==> src/rtl/vpu_req_arbiter_if.sv <==
// Request/command bus between the requesters, the arbiter and the VPU port.
// The slave modport is the arbiter's view; master is the surrounding
// system (requesters plus VPU) that drives the inputs and observes the pulses.
interface vpu_req_arbiter_if #(
    parameter int REQ_CNT   = 4,
    parameter int CMD_WIDTH = 64
);
    logic [REQ_CNT-1:0]           req_valid_i;
    logic [REQ_CNT*CMD_WIDTH-1:0] req_cmd_i;
    logic [REQ_CNT-1:0]           req_ready_o;
    logic [REQ_CNT-1:0]           req_done_o;
    logic [REQ_CNT-1:0]           req_err_o;
    logic                         vpu_valid_o;
    logic [CMD_WIDTH-1:0]         vpu_cmd_o;
    logic                         vpu_ready_i;
    logic                         vpu_done_i;

    modport slave (
        input  req_valid_i, req_cmd_i, vpu_ready_i, vpu_done_i,
        output req_ready_o, req_done_o, req_err_o, vpu_valid_o, vpu_cmd_o
    );

    modport master (
        output req_valid_i, req_cmd_i, vpu_ready_i, vpu_done_i,
        input  req_ready_o, req_done_o, req_err_o, vpu_valid_o, vpu_cmd_o
    );
endinterface

==> src/rtl/vpu_req_arbiter.sv <==
// Round-robin arbiter sharing the single VPU request channel. One command is
// in flight at a time; completion or a watchdog timeout is returned as a
// one-cycle pulse to the requester that issued it.
module vpu_req_arbiter #(
    parameter int  REQ_CNT        = 4,
    parameter int  CMD_WIDTH      = 64,
    parameter int  TIMEOUT_CYCLES = 1024,
    localparam int IDW            = (REQ_CNT > 1) ? $clog2(REQ_CNT) : 1
) (
    input  logic               clk,
    input  logic               rst_n,
    vpu_req_arbiter_if.slave   bus,
    output logic               busy_o,
    output logic [IDW-1:0]     grant_id_o
);

    localparam int TW_RAW = $clog2(TIMEOUT_CYCLES + 1);
    localparam int TW     = (TW_RAW > 0) ? TW_RAW : 1;
    localparam bit WDOG_EN = (TIMEOUT_CYCLES != 0);
    localparam logic [TW-1:0] TIMER_LAST =
        WDOG_EN ? TW'(TIMEOUT_CYCLES - 1) : '0;
    localparam logic [IDW-1:0] ID_MAX = IDW'(REQ_CNT - 1);

    typedef enum logic [1:0] {
        S_IDLE,
        S_ISSUE,
        S_BUSY
    } state_t;

    state_t               state_q, state_d;
    logic [IDW-1:0]       rr_ptr_q;
    logic [IDW-1:0]       id_q;
    logic [CMD_WIDTH-1:0] cmd_q;
    logic [TW-1:0]        timer_q;
    logic [REQ_CNT-1:0]   done_q;
    logic [REQ_CNT-1:0]   err_q;

    logic [IDW-1:0]       grant;
    logic                 grant_vld;
    logic [CMD_WIDTH-1:0] grant_cmd;
    logic [REQ_CNT-1:0]   ready_d;
    logic                 vpu_valid_d;
    logic                 timeout_hit;
    logic [REQ_CNT-1:0]   id_onehot;
    logic [IDW-1:0]       rr_next;
    logic [IDW:0]         scan_idx;

    // Round-robin scan: first pending requester starting at rr_ptr, with wrap;
    // also selects the granted requester's command slice.
    always_comb begin
        grant     = '0;
        grant_vld = 1'b0;
        grant_cmd = '0;
        scan_idx  = '0;
        for (int unsigned i = 0; i < REQ_CNT; i++) begin
            scan_idx = {1'b0, rr_ptr_q} + (IDW+1)'(i);
            if (scan_idx >= (IDW+1)'(REQ_CNT)) begin
                scan_idx = scan_idx - (IDW+1)'(REQ_CNT);
            end
            if (!grant_vld && bus.req_valid_i[scan_idx[IDW-1:0]]) begin
                grant     = scan_idx[IDW-1:0];
                grant_vld = 1'b1;
            end
        end
        for (int unsigned k = 0; k < REQ_CNT; k++) begin
            if (grant == IDW'(k)) begin
                grant_cmd = bus.req_cmd_i[k*CMD_WIDTH +: CMD_WIDTH];
            end
        end
    end

    // Next-state and handshake outputs.
    always_comb begin
        state_d     = state_q;
        ready_d     = '0;
        vpu_valid_d = 1'b0;
        timeout_hit = 1'b0;
        case (state_q)
            S_IDLE: begin
                if (grant_vld) begin
                    ready_d[grant] = 1'b1;
                    state_d        = S_ISSUE;
                end
            end
            S_ISSUE: begin
                vpu_valid_d = 1'b1;
                if (bus.vpu_ready_i) begin
                    state_d = S_BUSY;
                end
            end
            S_BUSY: begin
                timeout_hit = WDOG_EN && (timer_q == TIMER_LAST);
                if (bus.vpu_done_i || timeout_hit) begin
                    state_d = S_IDLE;
                end
            end
            default: state_d = S_IDLE;
        endcase
    end

    // Helpers for the completion path: pulse target and pointer advance.
    always_comb begin
        id_onehot = REQ_CNT'(1) << id_q;
        rr_next   = (id_q == ID_MAX) ? '0 : id_q + 1'b1;
    end

    // State register.
    always_ff @(posedge clk or negedge rst_n) begin
        if (!rst_n) begin
            state_q <= S_IDLE;
        end else begin
            state_q <= state_d;
        end
    end

    // Command latch, pointer, watchdog timer and completion pulse flops.
    always_ff @(posedge clk or negedge rst_n) begin
        if (!rst_n) begin
            rr_ptr_q <= '0;
            id_q     <= '0;
            cmd_q    <= '0;
            timer_q  <= '0;
            done_q   <= '0;
            err_q    <= '0;
        end else begin
            done_q <= '0;
            err_q  <= '0;
            case (state_q)
                S_IDLE: begin
                    if (grant_vld) begin
                        cmd_q <= grant_cmd;
                        id_q  <= grant;
                    end
                end
                S_ISSUE: begin
                    if (bus.vpu_ready_i) begin
                        timer_q <= '0;
                    end
                end
                S_BUSY: begin
                    if (timer_q != '1) begin
                        timer_q <= timer_q + 1'b1;
                    end
                    // Done takes priority over a timeout landing in the same cycle.
                    if (bus.vpu_done_i) begin
                        done_q   <= id_onehot;
                        rr_ptr_q <= rr_next;
                    end else if (timeout_hit) begin
                        err_q    <= id_onehot;
                        rr_ptr_q <= rr_next;
                    end
                end
                default: ;
            endcase
        end
    end

    assign bus.req_ready_o = ready_d;
    assign bus.req_done_o  = done_q;
    assign bus.req_err_o   = err_q;
    assign bus.vpu_valid_o = vpu_valid_d;
    assign bus.vpu_cmd_o   = cmd_q;
    assign busy_o          = (state_q != S_IDLE);
    assign grant_id_o      = id_q;

endmodule

==> src/flat_wrapper.sv <==
// flat-port wrapper written by rule: the top's interface ports become plain ports
module vpu_req_arbiter_flat 
#(
    parameter int  REQ_CNT        = 4,
    parameter int  CMD_WIDTH      = 64,
    parameter int  TIMEOUT_CYCLES = 1024,
    localparam int IDW            = (REQ_CNT > 1) ? $clog2(REQ_CNT) : 1
)
  (clk, rst_n, busy_o, grant_id_o, bus_req_valid_i, bus_req_cmd_i, bus_vpu_ready_i, bus_vpu_done_i, bus_req_ready_o, bus_req_done_o, bus_req_err_o, bus_vpu_valid_o, bus_vpu_cmd_o);
  vpu_req_arbiter_if #(.REQ_CNT(REQ_CNT), .CMD_WIDTH(CMD_WIDTH)) bus_i ();
  input  logic clk;
  input  logic rst_n;
  output logic busy_o;
  output logic [IDW-1:0] grant_id_o;
  input wire logic [$bits(bus_i.req_valid_i)-1:0] bus_req_valid_i;
  input wire logic [$bits(bus_i.req_cmd_i)-1:0] bus_req_cmd_i;
  input wire logic [$bits(bus_i.vpu_ready_i)-1:0] bus_vpu_ready_i;
  input wire logic [$bits(bus_i.vpu_done_i)-1:0] bus_vpu_done_i;
  output wire logic [$bits(bus_i.req_ready_o)-1:0] bus_req_ready_o;
  output wire logic [$bits(bus_i.req_done_o)-1:0] bus_req_done_o;
  output wire logic [$bits(bus_i.req_err_o)-1:0] bus_req_err_o;
  output wire logic [$bits(bus_i.vpu_valid_o)-1:0] bus_vpu_valid_o;
  output wire logic [$bits(bus_i.vpu_cmd_o)-1:0] bus_vpu_cmd_o;
  assign bus_i.req_valid_i = bus_req_valid_i;
  assign bus_i.req_cmd_i = bus_req_cmd_i;
  assign bus_i.vpu_ready_i = bus_vpu_ready_i;
  assign bus_i.vpu_done_i = bus_vpu_done_i;
  assign bus_req_ready_o = bus_i.req_ready_o;
  assign bus_req_done_o = bus_i.req_done_o;
  assign bus_req_err_o = bus_i.req_err_o;
  assign bus_vpu_valid_o = bus_i.vpu_valid_o;
  assign bus_vpu_cmd_o = bus_i.vpu_cmd_o;
  vpu_req_arbiter #(.REQ_CNT(REQ_CNT), .CMD_WIDTH(CMD_WIDTH), .TIMEOUT_CYCLES(TIMEOUT_CYCLES)) u_core (.clk(clk), .rst_n(rst_n), .bus(bus_i), .busy_o(busy_o), .grant_id_o(grant_id_o));
endmodule
==> config.mk <==
export PLATFORM = sky130hd
export DESIGN_NAME = vpu_req_arbiter_flat
export DESIGN_NICKNAME = d
export VERILOG_FILES = /design/src/rtl/vpu_req_arbiter_if.sv /design/src/rtl/vpu_req_arbiter.sv /design/src/flat_wrapper.sv
export SDC_FILE = /design/constraint.sdc
export NUM_CORES = 1
export LEC_CHECK = 0
export ABC_CLOCK_PERIOD_IN_PS = 2100
export CAP_MARGIN = 20
export CELL_PAD_IN_SITES_DETAIL_PLACEMENT = 1
export CELL_PAD_IN_SITES_GLOBAL_PLACEMENT = 1
export CORE_ASPECT_RATIO = 2
export CORE_UTILIZATION = 26
export CTS_CLUSTER_DIAMETER = 150
export DETAILED_ROUTE_END_ITERATION = 8
export PLACE_DENSITY_LB_ADDON = 0.1
export SYNTH_ARGS = -nofsm -noshare
export SYNTH_HDL_FRONTEND = slang
export SYNTH_SLANG_ARGS = --single-unit
==> constraint.sdc <==
create_clock -name clk -period 2.1 [get_ports clk]
set_input_delay 0.21 -clock clk [delete_from_list [all_inputs] [get_ports clk]]
set_output_delay 0.21 -clock clk [all_outputs]
set_load 0.01 [all_outputs]
**After elaboration in Yosys (flattened, before gate mapping)**

Cells that the tools add are included.

- Register bits: 89
- Bits in latches: 0
- Bits in writable memories: 0
- Memory bits (read-only): 0
- Input bits: 264
- Logic and storage cells: 101
- Memories kept: 0

- Add/subtract/negate cells: 9
- $mul: 0
- Div/mod/pow operators: 0
- Order comparisons: 10
- Equality and inequality tests: 12
- Shifts and indexed selects: 1
- Multiplexer cells: 45
- Bitwise operators: 0
- Reductions and logical operators: 17

Operators by type and width:

| operator | number |
|---|---|
| $mux 64 | 4 |
| $mux 2 | 14 |
| $mux 4 | 7 |
| $mux 11 | 2 |
| $pmux 11 s2 | 1 |
| $lt 2x3->1 const B | 5 |
| $add 11x1->11 const B | 1 |
| $eq 11x10->1 const B | 1 |
| $mux 1 | 11 |
| $ne 11x11->1 const B | 1 |
| $ge 3x3->1 const B | 3 |
| $bmux 1 s2 | 4 |
| $eq 2x2->1 const B | 4 |
| $sub 2x1->2 const B | 4 |
| $add 2x2->3 const B | 2 |
| $ne 2x1->1 const B | 3 |
| $pmux 2 s3 | 1 |
| $reduce_and 3->1 | 2 |
| $reduce_bool 2->1 | 3 |
| $eq 2x1->1 const B | 2 |
| $logic_and 1x1->1 | 4 |
| $logic_not 2->1 | 2 |
| $reduce_and 2->1 | 2 |
| $shl 1x2->4 const A | 1 |
| other kinds (8) | 10 |

**Depth between registers and ports, before layout**

- Depth after elaboration: 20
- Depth in mapped cells: 9
- Gate-level depth less buffers: 6

**Worst setup path before layout**

OpenSTA, ideal clock, no wires.

- Kind: reg-to-reg
- Start: reg u_core.rr_ptr_q[1]
- End: reg u_core.cmd_q[31] (netlist: u_core.bus.vpu_cmd_o[31])
- Setup time: 144 ps
- Data arrival time: 1,718 ps
- Required time: 1,956 ps
- Path slack: 238 ps
- Cell stages (with the launch flop): 8
- Buffers on the path: 2
- Period minus slack after synthesis: 1,862 ps
- Cells stage by stage: dfrtp_1 -> buf_6 -> a21boi_0 -> o22ai_2 -> or2_1 -> buf_6 -> nor3_4 -> a2111oi_2

- Word-level cells in the longest chain between the ends: 19
- Elaborated cells between the ends (all ways): 46
- Those cells by class: add/sub: 7; order compare: 4; eq/ne: 3; mux: 24; reduce/logical: 8

Ends and longest elaborated chain:

| element | RTL line | source |
|---|---|---|
| start, declared | vpu_req_arbiter.sv:31 | `logic [IDW-1:0] rr_ptr_q;` |
| start signal, assigned | vpu_req_arbiter.sv:147 | `rr_ptr_q <= rr_next;` |
| start signal, assigned | vpu_req_arbiter.sv:150 | `rr_ptr_q <= rr_next;` |
| parallel branches: the longest is 19 deep, another holds $add 2x1->3 | n/a |  |
| end signal, assigned | vpu_req_arbiter.sv:131 | `cmd_q <= grant_cmd;` |
| end, declared | vpu_req_arbiter.sv:33 | `logic [CMD_WIDTH-1:0] cmd_q;` |

Several ways; the timed one is not identified. The select of a mux whose other input is x is not followed.
A chain may end at the register's enable or synchronous reset.

**Worst setup path after layout**

- Start: reg u_core.rr_ptr_q[1]
- End: out bus_req_ready_o[1]

- Word-level cells in the longest chain between the ends: 20
- Elaborated cells between the ends (all ways): 44
- Those cells by class: add/sub: 7; order compare: 6; mux: 24; reduce/logical: 7

Ends and longest elaborated chain:

| element | RTL line | source |
|---|---|---|
| parallel branches: the longest is 18 deep, another holds $add 2x1->3 | n/a |  |
| $mux 4 * | vpu_req_arbiter.sv:80 | `if (grant_vld) begin` |
| $mux 4 * | vpu_req_arbiter.sv:78 | `case (state_q)` |
| end, declared | flat_wrapper.sv:19 | `output wire logic [$bits(bus_i.req_ready_o)-1:0] bus_req_ready_o;` |

Mark *: on every way between the ends. The select of a mux whose other input is x is not followed.

==> summary.txt <==
Global route
  • Tot GR Track Use: approximately a quarter
  • Gr ovfl total: 0
  • Initial antenna violation count: 7
  • Vias in the first global route: 7424
  • Global-route wire length before repair: 41.2 mm
  • Largest net degree at the start of global routing: 49

Place
  • Post-Place Cells: around 1.2k
  • PortBufs: 343
  • GPL Wtd Cong: 0.887
  • Half-perimeter wire length after placement: 21.8 mm
  • Placed inst area: 9510 µm²
  • Post-Place Setup Slack: -0.536 ns

STA
  • Final setup TNS: 0 ns
  • Crit path time final: 2.07 ns
  • Fin Clk Skew: 0.00645 ns
  • Final hold violation count: 0
  • Final setup viols: 0
  • Final Cycle Share: 98.7%
  • Worst setup margin: 0.0263 ns
  • FMAX: 0.482 GHz
  • Slew Viols, Final: 0
  • Rel. slew slack: 55.9%
  • Slew @ Worst Pin: roughly 0.66 ns
  • RSZ-0062 raised after global routing: true

Synth
  • Sequential element share of the synthesized area: 40.2%
  • Syn nets: 869
  • Mapped cell area: approximately 5500 µm²
  • Synth warn: 0
  • Yosys cell types: 49
  • Avg Cell Area, Syn: 9.23 µm²
  • Syn Inst Count: 600
  • Synth top area share: about 40%
  • #FFs+latches synth: 89
  • Cell taking the most area after synthesis: dfrtp_1
  • Largest cells by area after synthesis: dfrtp_1 (40%), a221o_1 (5.4%), o22a_1 (4.7%), o21ai_0 (4.4%), a21oi_1 (3.7%)

Final layout
  • Final Net Count: between 1k and 1.5k
  • # fillers: 2428
  • Area Overhead vs Synth: 79.6%
  • Final cell count without fillers: around 1.2k
  • Commonest non-fill, non-tap cell in the layout: clkdlybuf4s50_1
  • Commonest non-fill, non-tap cells in the layout: clkdlybuf4s50_1 (334), dfrtp_1 (87), buf_4 (52), o21ai_0 (49), nand2_1 (43)
  • Final core occ: between 40% and 50%
  • Design area: 9950 µm²
  • Share of layout cells above drive strength 1: 11.0%

Pwr
  • Maximum VDD drop: 648 µV
  • Logic gate share of total power: 60.4%
  • Sequential power share: 24.6%
  • Power Internal: 7.10 mW
  • Leakage: 4.01 nW
  • Pwr dens: 1190 nW/µm²
  • Switching Power: 4.78 mW
  • Clock share of power: between 10% and 20%
  • Sw Ratio: 40.3%

Clock tree
  • CTS max path bufs: 2
  • H-tree depth: 3
  • CTS sink cnt: 89
  • Worst-skew pair later-pin latency: 0.35 ns
  • CTS tree: built
  • Inserted Clock Buffers: 9
  • Root buf cell: clkbuf_16
  • Clock slew at reported path FFs: roughly 0.070 ns

Critical path
  • WS Path Type: reg -> out
  • Max FO, Critical Path: 6
  • Crit end category: primary output
  • Crit path DAT: 1.86 ns
  • Critical Path RT: ~1.9 ns
  • CP Launch Type: flop

Floorplanning
  • Die Y: 208 µm
  • # IOs: approximately 340
  • FP Rows: 75
  • Initial core utilization: 26.5%
  • Die Wd: 105 µm
  • Core area: 20900 µm²
  • Area of the die: 21900 µm²

Drt
  • Detail Route Antenna Nets: 0
  • Detailed-route wire length per cell: between 20 and 25 µm
  • DRC errors left: 0
  • Vias: approximately 6.5k
  • DRT iter0 DRCs: 218
  • TritonRoute pass-1 iters: 4
  • Drt total wl: 27.8 mm
  • Vias per cell: 5.29

Run
  • # Max-Cap Violations: 0

Status
  • Status: completed

Hold path
  • HP Class: in -> async
final cells by class:
type                       instances  area, µm²  share of cell area, %
clock inverter                     3       65.1                  0.654
inverter                          11       41.3                  0.415
tap                              269        337                   3.38
multi-input combinational        444       3050                   30.7
timing repair buffer             403       3960                   39.8
sequential                        89       2230                   22.4
clock buffer                      12        246                   2.48
antenna                            7       17.5                  0.176
worst max-delay path, cell delays in order, from the launching register on:
cell,delay [ns]
dfrtp_2,0.45
buf_6,0.12
a21bo_4,0.14
o22ai_4,0.09
buf_6,0.15
a2111oi_4,0.36
buf_4,0.22
path summary, 6_finish.rpt:
check / start / endpoint / slack [ns] / depth (start not counted)
setup / recovery: u_core.rr_ptr_q[1] / bus_req_ready_o[1] / 0.03 / 6
hold / removal: rst_n / u_core.bus.req_err_o[3] / 0.39 / 2
setup reg to reg: u_core.rr_ptr_q[0] / u_core.bus.vpu_cmd_o[47] / 0.06 / 7
hold reg to reg: u_core.bus.vpu_cmd_o[45] / u_core.bus.vpu_cmd_o[45] / 0.49 / 2
max in group asynchronous: rst_n / u_core.bus.vpu_cmd_o[31] / 1.07 / 3
min in group clk: bus_req_cmd_i[238] / u_core.bus.vpu_cmd_o[46] / 0.41 / 3
flip-flops by register name, summed over array words and instances (netlist names):
register,flops
u_core.bus.req_done_o,4
u_core.timer_q,11
u_core.bus.req_err_o,4
u_core.state_q,2
u_core.grant_id_o,2
u_core.rr_ptr_q,2
u_core.bus.vpu_cmd_o,64
cell families after synthesis:
kind of cell	Yosys count	share of synthesized area [%]
multiplexers	17	3.12
buffers and inverters	67	5.69
flip-flops	89	40.2
adder cells (fa/ha/maj)	5	1.13
AO/OA/AOI/OAI	241	32.2
XOR/XNOR	6	0.949
AND/OR/NAND/NOR	175	16.7
power groups by stage:
stage | clock network (mW) | registers (mW) | logic (mW)
3_3_place_gp | 0 | 2.90 | 6.91
2_1_floorplan | 0 | 3.15 | 3.27
3_5_place_dp | 0 | 2.93 | 7.09
4_1_cts | 1.82 | 2.92 | 7.14
6_report | 1.79 | 2.92 | 7.17
5_1_grt | 1.87 | 3.01 | 7.69
repair_timing:
item	4_1_cts	5_1_grt
hold buffers	1	0
gates cloned	0	1
resized for setup	29	9
hold endpoints to repair	39	0
setup buffers	2	3
endpoints found under the setup margin	18	31
pin swaps	4	4
synth_stat cells (all sizes together):
master,n
a21o,6
inv,11
nor2b,8
o32ai,1
nand4,4
o211ai,14
a221o,30
a2111oi,6
or4,1
nand2b,4
ha,5
o22ai,1
nor3,10
o22a,30
nor4,1
o211a,2
a31oi,2
xor2,6
a311oi,2
a21oi,41
and3,22
dfrtp,89
mux2i,15
nand2,45
o221ai,12
buf,22
o21bai,5
a21bo,1
a211oi,17
nand3,34
or2,1
clkbuf,34
nor2,25
and2,6
a21boi,1
o21ai,56
a41oi,2
mux2,2
and4,14
a22oi,12
per-stage QoR:
step                hold WS, ns  power [mW]
floorplan               -0.0856        6.41
global placement          0.243        9.81
detailed placement        0.242        10.0
CTS                       0.407        11.9
global route              0.420        12.6
finish                    0.388        11.9
metal layers:
layer  wire length [µm]  up-vias  track usage [%]
li1                   -     3026                -
met1               9220     3179             23.6
met2              15400      265             48.1
met3               1560       76             5.04
met4               1620        0             15.5
met5                  0        -                0
Power figures use the tool's default switching activity.
